`config.mk`:
```
export PLATFORM = sky130hd
export DESIGN_NAME = channel_read_arbiter
export DESIGN_NICKNAME = d
export VERILOG_FILES = /design/src/rtl/ch_arb_pkg.sv /design/src/rtl/channel_read_arbiter_rr_pick.sv /design/src/rtl/channel_read_arbiter.sv
export SDC_FILE = /design/constraint.sdc
export NUM_CORES = 1
export LEC_CHECK = 0
export ABC_AREA = 1
export BUFFER_PORTS_ARGS = -buffer_cell sky130_fd_sc_hd__buf_2
export CAP_MARGIN = 20
export CORE_ASPECT_RATIO = 0.9
export CORE_MARGIN = 2
export CORE_UTILIZATION = 48
export DETAILED_ROUTE_END_ITERATION = 12
export PLACE_DENSITY = 0.8
export SETUP_SLACK_MARGIN = 0.05
export SYNTH_ARGS = -nofsm -noshare
export SYNTH_HDL_FRONTEND = slang
export SYNTH_SLANG_ARGS = --single-unit
```
`constraint.sdc`:
```
create_clock -name SYS_CLK -period 1.7 [get_ports SYS_CLK]
set_clock_uncertainty 0.2 [all_clocks]
set_input_delay 0.255 -clock SYS_CLK [delete_from_list [all_inputs] [get_ports SYS_CLK]]
set_output_delay 0.255 -clock SYS_CLK [all_outputs]
set_load 0.01 [all_outputs]
```
`src/rtl/ch_arb_pkg.sv`:
```
// Shared types and helpers for the channel read arbiter and the round-robin picker.
package ch_arb_pkg;

    typedef enum logic [2:0] {
        IDLE,
        SELECT,
        HDR,
        LOAD,
        GRANT,
        POP,
        SETTLE
    } state_t;

    localparam logic [7:0]  HEADER_MAGIC = 8'hA5;
    localparam int unsigned BURST_CNT_W  = 8;

    // Channel index width; never narrower than one bit.
    function automatic int unsigned ch_idx_w(input int unsigned n);
        return (n > 1) ? $clog2(n) : 1;
    endfunction

endpackage

```
`src/rtl/channel_read_arbiter_rr_pick.sv`:
```
// rr_pick: combinational round-robin search for the first non-empty channel after ptr.
module rr_pick
    import ch_arb_pkg::*;
#(
    parameter  int unsigned N_CH = 4,
    localparam int unsigned IW   = ch_idx_w(N_CH)
) (
    input  logic [N_CH-1:0] empty,
    input  logic [IW-1:0]   ptr,
    output logic            found,
    output logic [IW-1:0]   idx
);

    logic [IW-1:0] cand;

    // Scan ptr+1 .. ptr+N_CH (wrapping); the first hit wins, ptr itself is checked last.
    always_comb begin
        found = 1'b0;
        idx   = '0;
        cand  = '0;
        for (int unsigned off = 1; off <= N_CH; off++) begin
            cand = IW'((32'(ptr) + off) % N_CH);
            if (!found && !empty[cand]) begin
                found = 1'b1;
                idx   = cand;
            end
        end
    end

endmodule

```
`src/rtl/channel_read_arbiter.sv`:
```
// Round-robin burst arbiter sharing the uController uplink among N_CH show-ahead FIFOs.
// Optional per-grant header word enabled by defining CH_ARB_HEADER_EN.
module channel_read_arbiter
    import ch_arb_pkg::*;
#(
    parameter  int unsigned N_CH      = 4,
    parameter  int unsigned DATA_W    = 16,
    parameter  int unsigned BURST_LEN = 8,
    localparam int unsigned IW        = ch_idx_w(N_CH)
) (
    input  logic                   SYS_CLK,
    input  logic                   RST,
    input  logic                   ON,
    input  logic [N_CH-1:0]        CH_EMPTY,
    input  logic [N_CH*DATA_W-1:0] CH_DATA,
    output logic [N_CH-1:0]        CH_READ_REQ,
    output logic                   UC_CHANNEL_EMPTY,
    output logic [DATA_W-1:0]      UC_CHANNEL_DATA,
    input  logic                   UC_FIN_EDGE,
    output logic [IW-1:0]          ACTIVE_CH,
    output logic                   BUSY
);

    if (N_CH < 2 || N_CH > 8) begin : g_bad_nch
        $error("channel_read_arbiter: N_CH must be 2..8");
    end
    if (BURST_LEN < 1 || BURST_LEN > 255) begin : g_bad_burst
        $error("channel_read_arbiter: BURST_LEN must be 1..255");
    end
`ifdef CH_ARB_HEADER_EN
    if (DATA_W != 16) begin : g_bad_hdr_w
        $error("channel_read_arbiter: header mode requires DATA_W == 16");
    end
`endif

    state_t                 state, state_nxt;
    logic [BURST_CNT_W-1:0] burst_cnt, burst_nxt;
    logic [IW-1:0]          rr_ptr, rr_nxt;
    logic [IW-1:0]          active_nxt;
    logic [N_CH-1:0]        read_req_nxt;
    logic                   uc_empty_nxt;
    logic [DATA_W-1:0]      uc_data_nxt;
    logic                   busy_nxt;
    logic                   pick_found;
    logic [IW-1:0]          pick_idx;
    logic [DATA_W-1:0]      ch_word [N_CH];

    for (genvar k = 0; k < N_CH; k++) begin : g_word
        assign ch_word[k] = CH_DATA[k*DATA_W +: DATA_W];
    end

    rr_pick #(.N_CH(N_CH)) u_pick (
        .empty (CH_EMPTY),
        .ptr   (rr_ptr),
        .found (pick_found),
        .idx   (pick_idx)
    );

    // Next-state and registered-output computation.
    always_comb begin
        state_nxt    = state;
        burst_nxt    = burst_cnt;
        rr_nxt       = rr_ptr;
        active_nxt   = ACTIVE_CH;
        read_req_nxt = '0;
        uc_empty_nxt = UC_CHANNEL_EMPTY;
        uc_data_nxt  = UC_CHANNEL_DATA;
        unique case (state)
            IDLE: begin
                uc_empty_nxt = 1'b1;
                if (ON) state_nxt = SELECT;
            end
            SELECT: begin
                uc_empty_nxt = 1'b1;
                if (!ON) begin
                    state_nxt = IDLE;
                end else if (pick_found) begin
                    active_nxt = pick_idx;
                    rr_nxt     = pick_idx;
                    burst_nxt  = '0;
`ifdef CH_ARB_HEADER_EN
                    uc_data_nxt  = DATA_W'({HEADER_MAGIC, 8'(pick_idx)});
                    uc_empty_nxt = 1'b0;
                    state_nxt    = HDR;
`else
                    state_nxt    = LOAD;
`endif
                end
            end
`ifdef CH_ARB_HEADER_EN
            HDR: begin
                if (UC_FIN_EDGE) begin
                    uc_empty_nxt = 1'b1;
                    state_nxt    = LOAD;
                end
            end
`endif
            LOAD: begin
                uc_data_nxt  = ch_word[ACTIVE_CH];
                uc_empty_nxt = 1'b0;
                state_nxt    = GRANT;
            end
            // The word stays offered regardless of ON until uController finishes it.
            GRANT: begin
                if (UC_FIN_EDGE) begin
                    uc_empty_nxt = 1'b1;
                    read_req_nxt = N_CH'(1) << ACTIVE_CH;
                    state_nxt    = POP;
                end
            end
            POP: begin
                burst_nxt = burst_cnt + BURST_CNT_W'(1);
                state_nxt = SETTLE;
            end
            SETTLE: begin
                if (!ON)
                    state_nxt = IDLE;
                else if (burst_cnt < BURST_CNT_W'(BURST_LEN) && !CH_EMPTY[ACTIVE_CH])
                    state_nxt = LOAD;
                else
                    state_nxt = SELECT;
            end
            default: begin
                uc_empty_nxt = 1'b1;
                state_nxt    = IDLE;
            end
        endcase
        busy_nxt = !(state_nxt == IDLE || state_nxt == SELECT);
    end

    always_ff @(posedge SYS_CLK) begin
        if (RST) begin
            state            <= IDLE;
            burst_cnt        <= '0;
            rr_ptr           <= IW'(N_CH - 1);
            ACTIVE_CH        <= '0;
            CH_READ_REQ      <= '0;
            UC_CHANNEL_EMPTY <= 1'b1;
            UC_CHANNEL_DATA  <= '0;
            BUSY             <= 1'b0;
        end else begin
            state            <= state_nxt;
            burst_cnt        <= burst_nxt;
            rr_ptr           <= rr_nxt;
            ACTIVE_CH        <= active_nxt;
            CH_READ_REQ      <= read_req_nxt;
            UC_CHANNEL_EMPTY <= uc_empty_nxt;
            UC_CHANNEL_DATA  <= uc_data_nxt;
            BUSY             <= busy_nxt;
        end
    end

endmodule
```
==> results.ini, run 1 <==
[setup_path]
r2r_slack_ns=-0.04
critPathKind=flop to flop
critical_path.max_fanout=6
required_ns=1.67
crit_path_start_kind=flop
end_kind=flop
cp.arrival_ns=1.71

[clock_network]
numClockSinks=37
clkLatencyLatePin_ns=0.28
cts_tree=yes
cts-root-buf=clkbuf_8
clk_pin_slew_ns=0.08
htree_levels=2
cts_buffer_depth=2
cts_buffers=5
holdBufCountCts=0

[grt]
antenna_found_initial=0
grt_pass1_wl_microns=10500
track_usage=0.2335
grt_pass1_vias=2471
grt_max_degree=35
grt_overflow_total=0

[pwr]
total_leakage_power_nw=1.629
p_per_area_nw_per_um2=617.2
ir_worst_vdd_mv=0.4742
finalPower_mw=1.997

[timing]
whs_ns=0.1204
finalHoldViolCount=0
fin_crit_sh=1.022
max_freq_mhz=575.6
tightest_slew_ns=0.3295
period_minus_slack_ns=1.737
final-max-slew-violation-count=0
relSlewSlack=0.7786
rsz0062_at_grt=yes
finalWorstSetupSlack_ns=-0.03739
setup_violations=2

[flow_run]
drv_cap=0

[placed_design]
port_buffers=95
gp_congestion=0.8835
dpl_cell_area_sq_um=2893
hpwl_microns=4669
dp_cells=508

[finish]
final_util=0.7161
nets=528
diodes=0
drive_gt1_frac=0.3736
fillers=382
fin_area_sq_um=3236
stdcell_count=517
syn_to_final_growth_pct=41.31

[die]
io_pins=96
die_area_sq_um=5339
initial_core_util=0.5068
die_x_microns=76.80
core.rowCount=23
design.core.area_sq_um=4518
die_height_microns=69.52

[logic_synthesis]
ys_warn_count=0
synth_ff_type=dfxtp_1
synth_area_sq_um=2290
syn_nets=431
synth-edff-count=0
synth_seq_cells=37
synthArstFlopShare=0
avgSynthCellArea_sq_um=6.396
ys_types=32
synth_seq_area_share=0.3235
postSynthCellCount=358

[drt]
ant_nets=0
drc=0
route.vias.total=2716
viasPerCell=5.253
drtPass1Iterations=4
finalWirelength_microns=6594
drt_iter0_markers=163
wl_per_cell_microns=12.75

[hold_path]
hold_path.class=input port to flop

[run_status]
violations=negative setup slack
status=finished, violations left

[through the flow]
step / setup TNS [ns] / worst slack (ns)
after floorplan: 0 / 0.1868
after global placement: 0 / 0.08212
after detailed placement: -0.01078 / -0.01078
after CTS: 0 / 0.02356
after global routing: -0.4519 / -0.08610
final: -0.06074 / -0.03739
[where the power goes]
group	internal, mW	switching [mW]	total [mW]
Sequential	0.880	0.0173	0.897
Combinational	0.201	0.275	0.476
Clock	0.321	0.303	0.624
Total	1.40	0.595	2.00
[kinds of logic (layout without fill, tap and decap cells)]
| logic type | after synthesis | count (layout) | synth area share |
|---|---|---|---|
| simple gates | 140 | 140 | 0.2891 |
| fa+ha+maj | 1 | 1 | 0.005464 |
| compound gates | 107 | 107 | 0.2541 |
| flops | 37 | 37 | 0.3235 |
| buf+inv | 73 | 170 | 0.1279 |
[sequential cells by signal, summed over array words and instances, names as in the netlist]
register,cells
rr_ptr,2
state,3
UC_CHANNEL_DATA,16
BUSY,1
UC_CHANNEL_EMPTY,1
burst_cnt,8
ACTIVE_CH,2
CH_READ_REQ,4
[critical path, stage by stage (launching register included)]
cell and delay (ns):
dfxtp_4 0.36, buf_12 0.14, nand2_1 0.13, nand2_2 0.07
nand2_2 0.10, nand2_8 0.08, buf_4 0.14, a21oi_1 0.16
nand2_1 0.09, nand3_2 0.10, nand2_1 0.06
[cells in the final DEF, fill, tap and decap left out, types with 9 or more instances in the layout]
| cell type | count |
|---|---|
| buf_2 | 95 |
| inv_1 | 50 |
| nor2_1 | 45 |
| o21ai_0 | 43 |
| dfxtp_1 | 34 |
| a21oi_1 | 27 |
| nand2_1 | 24 |
| nand3_1 | 19 |
| nand2_4 | 19 |
| o22ai_1 | 16 |
| o21ai_1 | 9 |
[area by class of cell]
type	instances	area (sq um)	share of cell area
clock inverters	1	7.507	0.002320
inverters	56	229.0	0.07077
multi-input cells	248	1470	0.4544
clock buffers	6	82.58	0.02552
repair buffers	107	619.3	0.1914
flip-flops and latches	37	749.5	0.2316
well taps	62	77.57	0.02398
[worst paths after layout]
| path | cells after the start | endpoint | from |
|---|---|---|---|
| max reg2reg | 10 | rr_ptr[0] | rr_ptr[0] |
| max | 10 | rr_ptr[0] | rr_ptr[0] |
| min reg2reg | 2 | burst_cnt[7] | burst_cnt[7] |
| min | 5 | UC_CHANNEL_DATA[6] | CH_DATA[6] |
[cell usage after synthesis (all sizes together) (2+ instances only)]
| cell type | n | share of area |
|---|---|---|
| inv | 56 | 0.095 |
| a21oi | 32 | 0.073 |
| nand3 | 23 | 0.055 |
| o21ai | 53 | 0.12 |
| clkbuf | 12 | 0.020 |
| o22ai | 16 | 0.044 |
| or2 | 2 | 0.0055 |
| nor2 | 49 | 0.086 |
| nand2 | 52 | 0.10 |
| nor3 | 7 | 0.015 |
| dfxtp | 37 | 0.32 |
| o31ai | 2 | 0.0066 |
| nand4 | 6 | 0.023 |
| o211ai | 2 | 0.0066 |
| buf | 5 | 0.013 |
[routing by layer]
| layer | share of wire | track usage |
|---|---|---|
| met1 | 0.42 | 0.2844 |
| met2 | 0.51 | 0.4172 |
| met3 | 0.050 | 0.04818 |
| met4 | 0.015 | 0.06061 |
| met5 | 0 | 0 |
[repair_timing]
item,CTS,global route
endpoints found under the hold margin,0,0
setup buffers,0,2
pin swaps,0,8
endpoints found under the setup margin,11,23
gates resized for setup,3,58
Power figures use the tool's default switching activity.
==> inputs of run 2 (changes only) <==
--- a/config.mk
+++ b/config.mk
@@ -5,15 +5,13 @@
 export SDC_FILE = /design/constraint.sdc
 export NUM_CORES = 1
 export LEC_CHECK = 0
-export ABC_AREA = 1
 export BUFFER_PORTS_ARGS = -buffer_cell sky130_fd_sc_hd__buf_2
 export CAP_MARGIN = 20
 export CORE_ASPECT_RATIO = 0.9
 export CORE_MARGIN = 2
-export CORE_UTILIZATION = 48
+export CORE_UTILIZATION = 46
 export DETAILED_ROUTE_END_ITERATION = 12
 export PLACE_DENSITY = 0.8
-export SETUP_SLACK_MARGIN = 0.05
 export SYNTH_ARGS = -nofsm -noshare
 export SYNTH_HDL_FRONTEND = slang
 export SYNTH_SLANG_ARGS = --single-unit
==> run 2 against run 1 <==
  * The run still ends with negative setup slack left
  * Non-clock buffer count rose by 19
  * Wire length shrank 23%
  * Combinational power shrank 39%
  * Fmax down 8.8%
  * Clock power up 16%
  * Synthesized cell count fell by 43%
  * Highest routed layer unchanged
==> results.ini, run 2 <==
[logic_synthesis]
synth_mux_area_frac=0.2077  ; +0.2077
avgSynthCellArea_sq_um=9.568  ; +50%
postSynthCellCount=204  ; -43%
synth_xor_area_frac=0  ; unchanged
synth_simple_gate_area_frac=0.2115  ; -0.07753
ys_warn_count=0  ; unchanged
synthTopCellsByCount=41 x nand2_1, 37 x dfxtp_1, 27 x a21oi_1, 16 x mux4_2, 10 x nor2_1
synthArstFlopShare=0  ; unchanged
synth.top_cells.by_area=dfxtp_1 38%, mux4_2 18%, nand2_1 7.9%
synth_seq_area_share=0.3795  ; +0.05599
synth_ff_type=dfxtp_1
synth_top_family_by_area=simple AND/OR/NAND/NOR gates
synth_area_sq_um=1952  ; -15%
synth-adder-area-share=0.006410  ; +0.0009458
yosysTopAreaCell=dfxtp_1
ys_types=43  ; +34%
synth_compound_area_frac=0.1487  ; -0.1054
synth-edff-count=0  ; unchanged
syn_nets=277  ; -36%
synth_top_area_frac=0.3795  ; +0.05599
synth.most_common_cell=nand2_1
synth_seq_cells=37  ; unchanged

[finish]
fillers=347  ; -9.2%
nets=396  ; -25%
drive_gt1_frac=0.4923  ; +0.1186
fin_area_sq_um=2760  ; -15%
stdcell_count=371  ; -28%
diodes=0  ; unchanged
reg_top3=UC_CHANNEL_DATA: 16 flops, burst_cnt: 8 flops, CH_READ_REQ: 4 flops
final_cell_mix=95 x buf_2, 41 x nand2_1, 36 x dfxtp_1
syn_to_final_growth_pct=41.41  ; about the same
largest_reg_flops=16  ; unchanged
regMostFlops=UC_CHANNEL_DATA
final_common_cell=buf_2

[hold_path]
hp-start=CH_EMPTY[2]
hold_depth=4  ; -1
whs_endpoint=rr_ptr[1]
hold_path.class=input port to flop

[clock_network]
clk_pin_slew_ns=0.07  ; about the same
numClockSinks=37  ; unchanged
cts_tree=yes
cts-root-buf=clkbuf_8
cts_buffers=5  ; unchanged
clkLatencyLatePin_ns=0.28  ; about the same
holdBufCountCts=0  ; unchanged
htree_levels=2  ; unchanged
cts_buffer_depth=2  ; unchanged

[setup_path]
path_delay_family=simple AND/OR/NAND/NOR gates
critPathMostFrequentCell=or4_1
slowest_stage=or4_1
slowest_delay_ns=0.52  ; +0.16 ns
crit_buf_inv=0  ; -2
reg2regPathDepth=4  ; -6
r2r_end=BUSY
crit_path_start_kind=flop
path_cells=or4_1 -> or4_1 -> o21a_1 -> a211oi_2
end_kind=flop
required_ns=1.70  ; +0.03 ns
critPathKind=flop to flop
r2r_slack_ns=-0.21  ; -0.17 ns
rr_startpoint=burst_cnt[5]
cp.arrival_ns=1.91  ; +0.20 ns
critical_path.max_fanout=2  ; -4

[drt]
drtPass1Iterations=5  ; +1
finalWirelength_microns=5088  ; -23%
route.vias.total=1983  ; -27%
drt_iter0_markers=74  ; -55%
ant_nets=0  ; unchanged
viasPerCell=5.345  ; +1.7%
drc=0  ; unchanged
wl_per_cell_microns=13.71  ; +7.5%

[timing]
whs_ns=0.1486  ; +0.02822 ns
setup_violations=10  ; +8
period_minus_slack_ns=1.906  ; +0.1684 ns
rsz0062_at_grt=yes
final-max-slew-violation-count=0  ; unchanged
finalHoldViolCount=0  ; unchanged
max_freq_mhz=524.7  ; -8.8%
finalWorstSetupSlack_ns=-0.2058  ; -0.1684 ns
relSlewSlack=0.7774  ; -0.001206
tightest_slew_ns=0.3339  ; +0.004344 ns
fin_crit_sh=1.121  ; +0.09909

[placed_design]
port_buffers=95  ; unchanged
hpwl_microns=3950  ; -15%
gp_congestion=0.7849  ; -11%
dp_cells=363  ; -29%
dpl_cell_area_sq_um=2639  ; -8.8%

[pwr]
total_leakage_power_nw=1.207  ; -26%
finalPower_mw=1.899  ; -4.9%
p_per_area_nw_per_um2=688.0  ; +11%
ir_worst_vdd_mv=0.3986  ; -16%

[flow_run]
drv_cap=0  ; unchanged

[die]
die_height_microns=65.80  ; -5.4%
core.rowCount=22  ; -4.3%
io_pins=96  ; unchanged
initial_core_util=0.4791  ; -0.02767
design.core.area_sq_um=4074  ; -9.8%
die_area_sq_um=4781  ; -10%
die_x_microns=72.67  ; -5.4%

[grt]
grt_pass1_vias=1904  ; -23%
grt_max_degree=23  ; -34%
track_usage=0.2252  ; -0.008280
antenna_found_initial=0  ; unchanged
grt_pass1_wl_microns=8252  ; -21%
grt_overflow_total=0  ; unchanged

[run_status]
violations=negative setup slack
status=finished, violations left

-- run 2: changes by cell type in the layout (fill, tap and decap cells not counted), sizes merged, moves of 5 or more --
| cell | before | now |
|---|---|---|
| nor3 | 7 | 2 |
| a21oi | 32 | 27 |
| nand3 | 23 | 3 |
| nand2 | 52 | 41 |
| mux4 | 0 | 17 |
| nand2b | 0 | 5 |
| nand4 | 6 | 1 |
| o22ai | 16 | 0 |
| o21ai | 53 | 6 |
| nor2 | 49 | 10 |
| buf | 107 | 126 |
| inv | 56 | 1 |
-- run 2: through the flow --
stage	utilization	setup TNS [ns]	setup WS (ns)
floorplan	-	-0.3414	-0.1290
global placement	0.6477	-0.3803	-0.1526
detailed placement	0.6477	-0.6575	-0.1749
CTS	0.6738	-0.7762	-0.1999
global route	0.6775	-1.716	-0.2665
finish	0.6775	-0.8015	-0.2058
-- run 2: kinds of logic after synthesis --
family                     Yosys count
and+or+nand+nor                     84
AOI/OAI and AO/OA                   48
DFF                                 37
muxes                               19
buffers and inverters               15
adders and majority gates            1
-- run 2: worst max path at each step --
| stage | from | endpoint | slack [ns] | cells after the start |
|---|---|---|---|---|
| 2_1_floorplan | burst_cnt[5] | state[1] | -0.13 | 4 |
| 3_3_place_gp | burst_cnt[5] | BUSY | -0.15 | 4 |
| 3_5_place_dp | burst_cnt[5] | state[1] | -0.17 | 4 |
| 4_1_cts | burst_cnt[5] | BUSY | -0.20 | 4 |
| 5_1_grt | burst_cnt[5] | BUSY | -0.27 | 4 |
| 6_report | burst_cnt[5] | BUSY | -0.21 | 4 |
-- run 2: repair_timing --
item	4_1_cts	5_1_grt
gates resized for setup	1	2
setup buffers	0	1
cloned	0	0
setup endpoints to repair	10	16
pin swaps	1	0
-- run 2: layout make-up --
type | instances | area, sq um | area share
clock buffers | 5 | 68.82 | 0.02493
clock inverters | 2 | 35.03 | 0.01269
inverters | 1 | 3.754 | 0.001360
multi-input cells | 152 | 1130 | 0.4093
flip-flops and latches | 37 | 742.0 | 0.2688
well taps | 48 | 60.06 | 0.02176
repair buffers | 126 | 720.7 | 0.2611
-- run 2: worst reg2reg max path: stages (launching register included) --
cell and delay, ns:
dfxtp_1 0.31, or4_1 0.52, or4_1 0.41, o21a_1 0.22, a211oi_2 0.18
-- run 2: metal layers --
| metal | track usage | part of all wire | vias to the layer above |
|---|---|---|---|
| met4 | 0.06944 | 0.0045 | 0 |
| li1 | - | - | 983 |
| met3 | 0.05945 | 0.069 | 2 |
| met1 | 0.2699 | 0.40 | 928 |
| met2 | 0.3943 | 0.52 | 70 |
| met5 | 0 | 0 | - |
-- run 2: power breakdown --
group | leakage, nW | total (mW) | switching [mW] | internal, mW
sequential | 0.299 | 0.889 | 0.0102 | 0.879
combinational | 0.854 | 0.289 | 0.113 | 0.177
clock | 0.0540 | 0.721 | 0.295 | 0.426
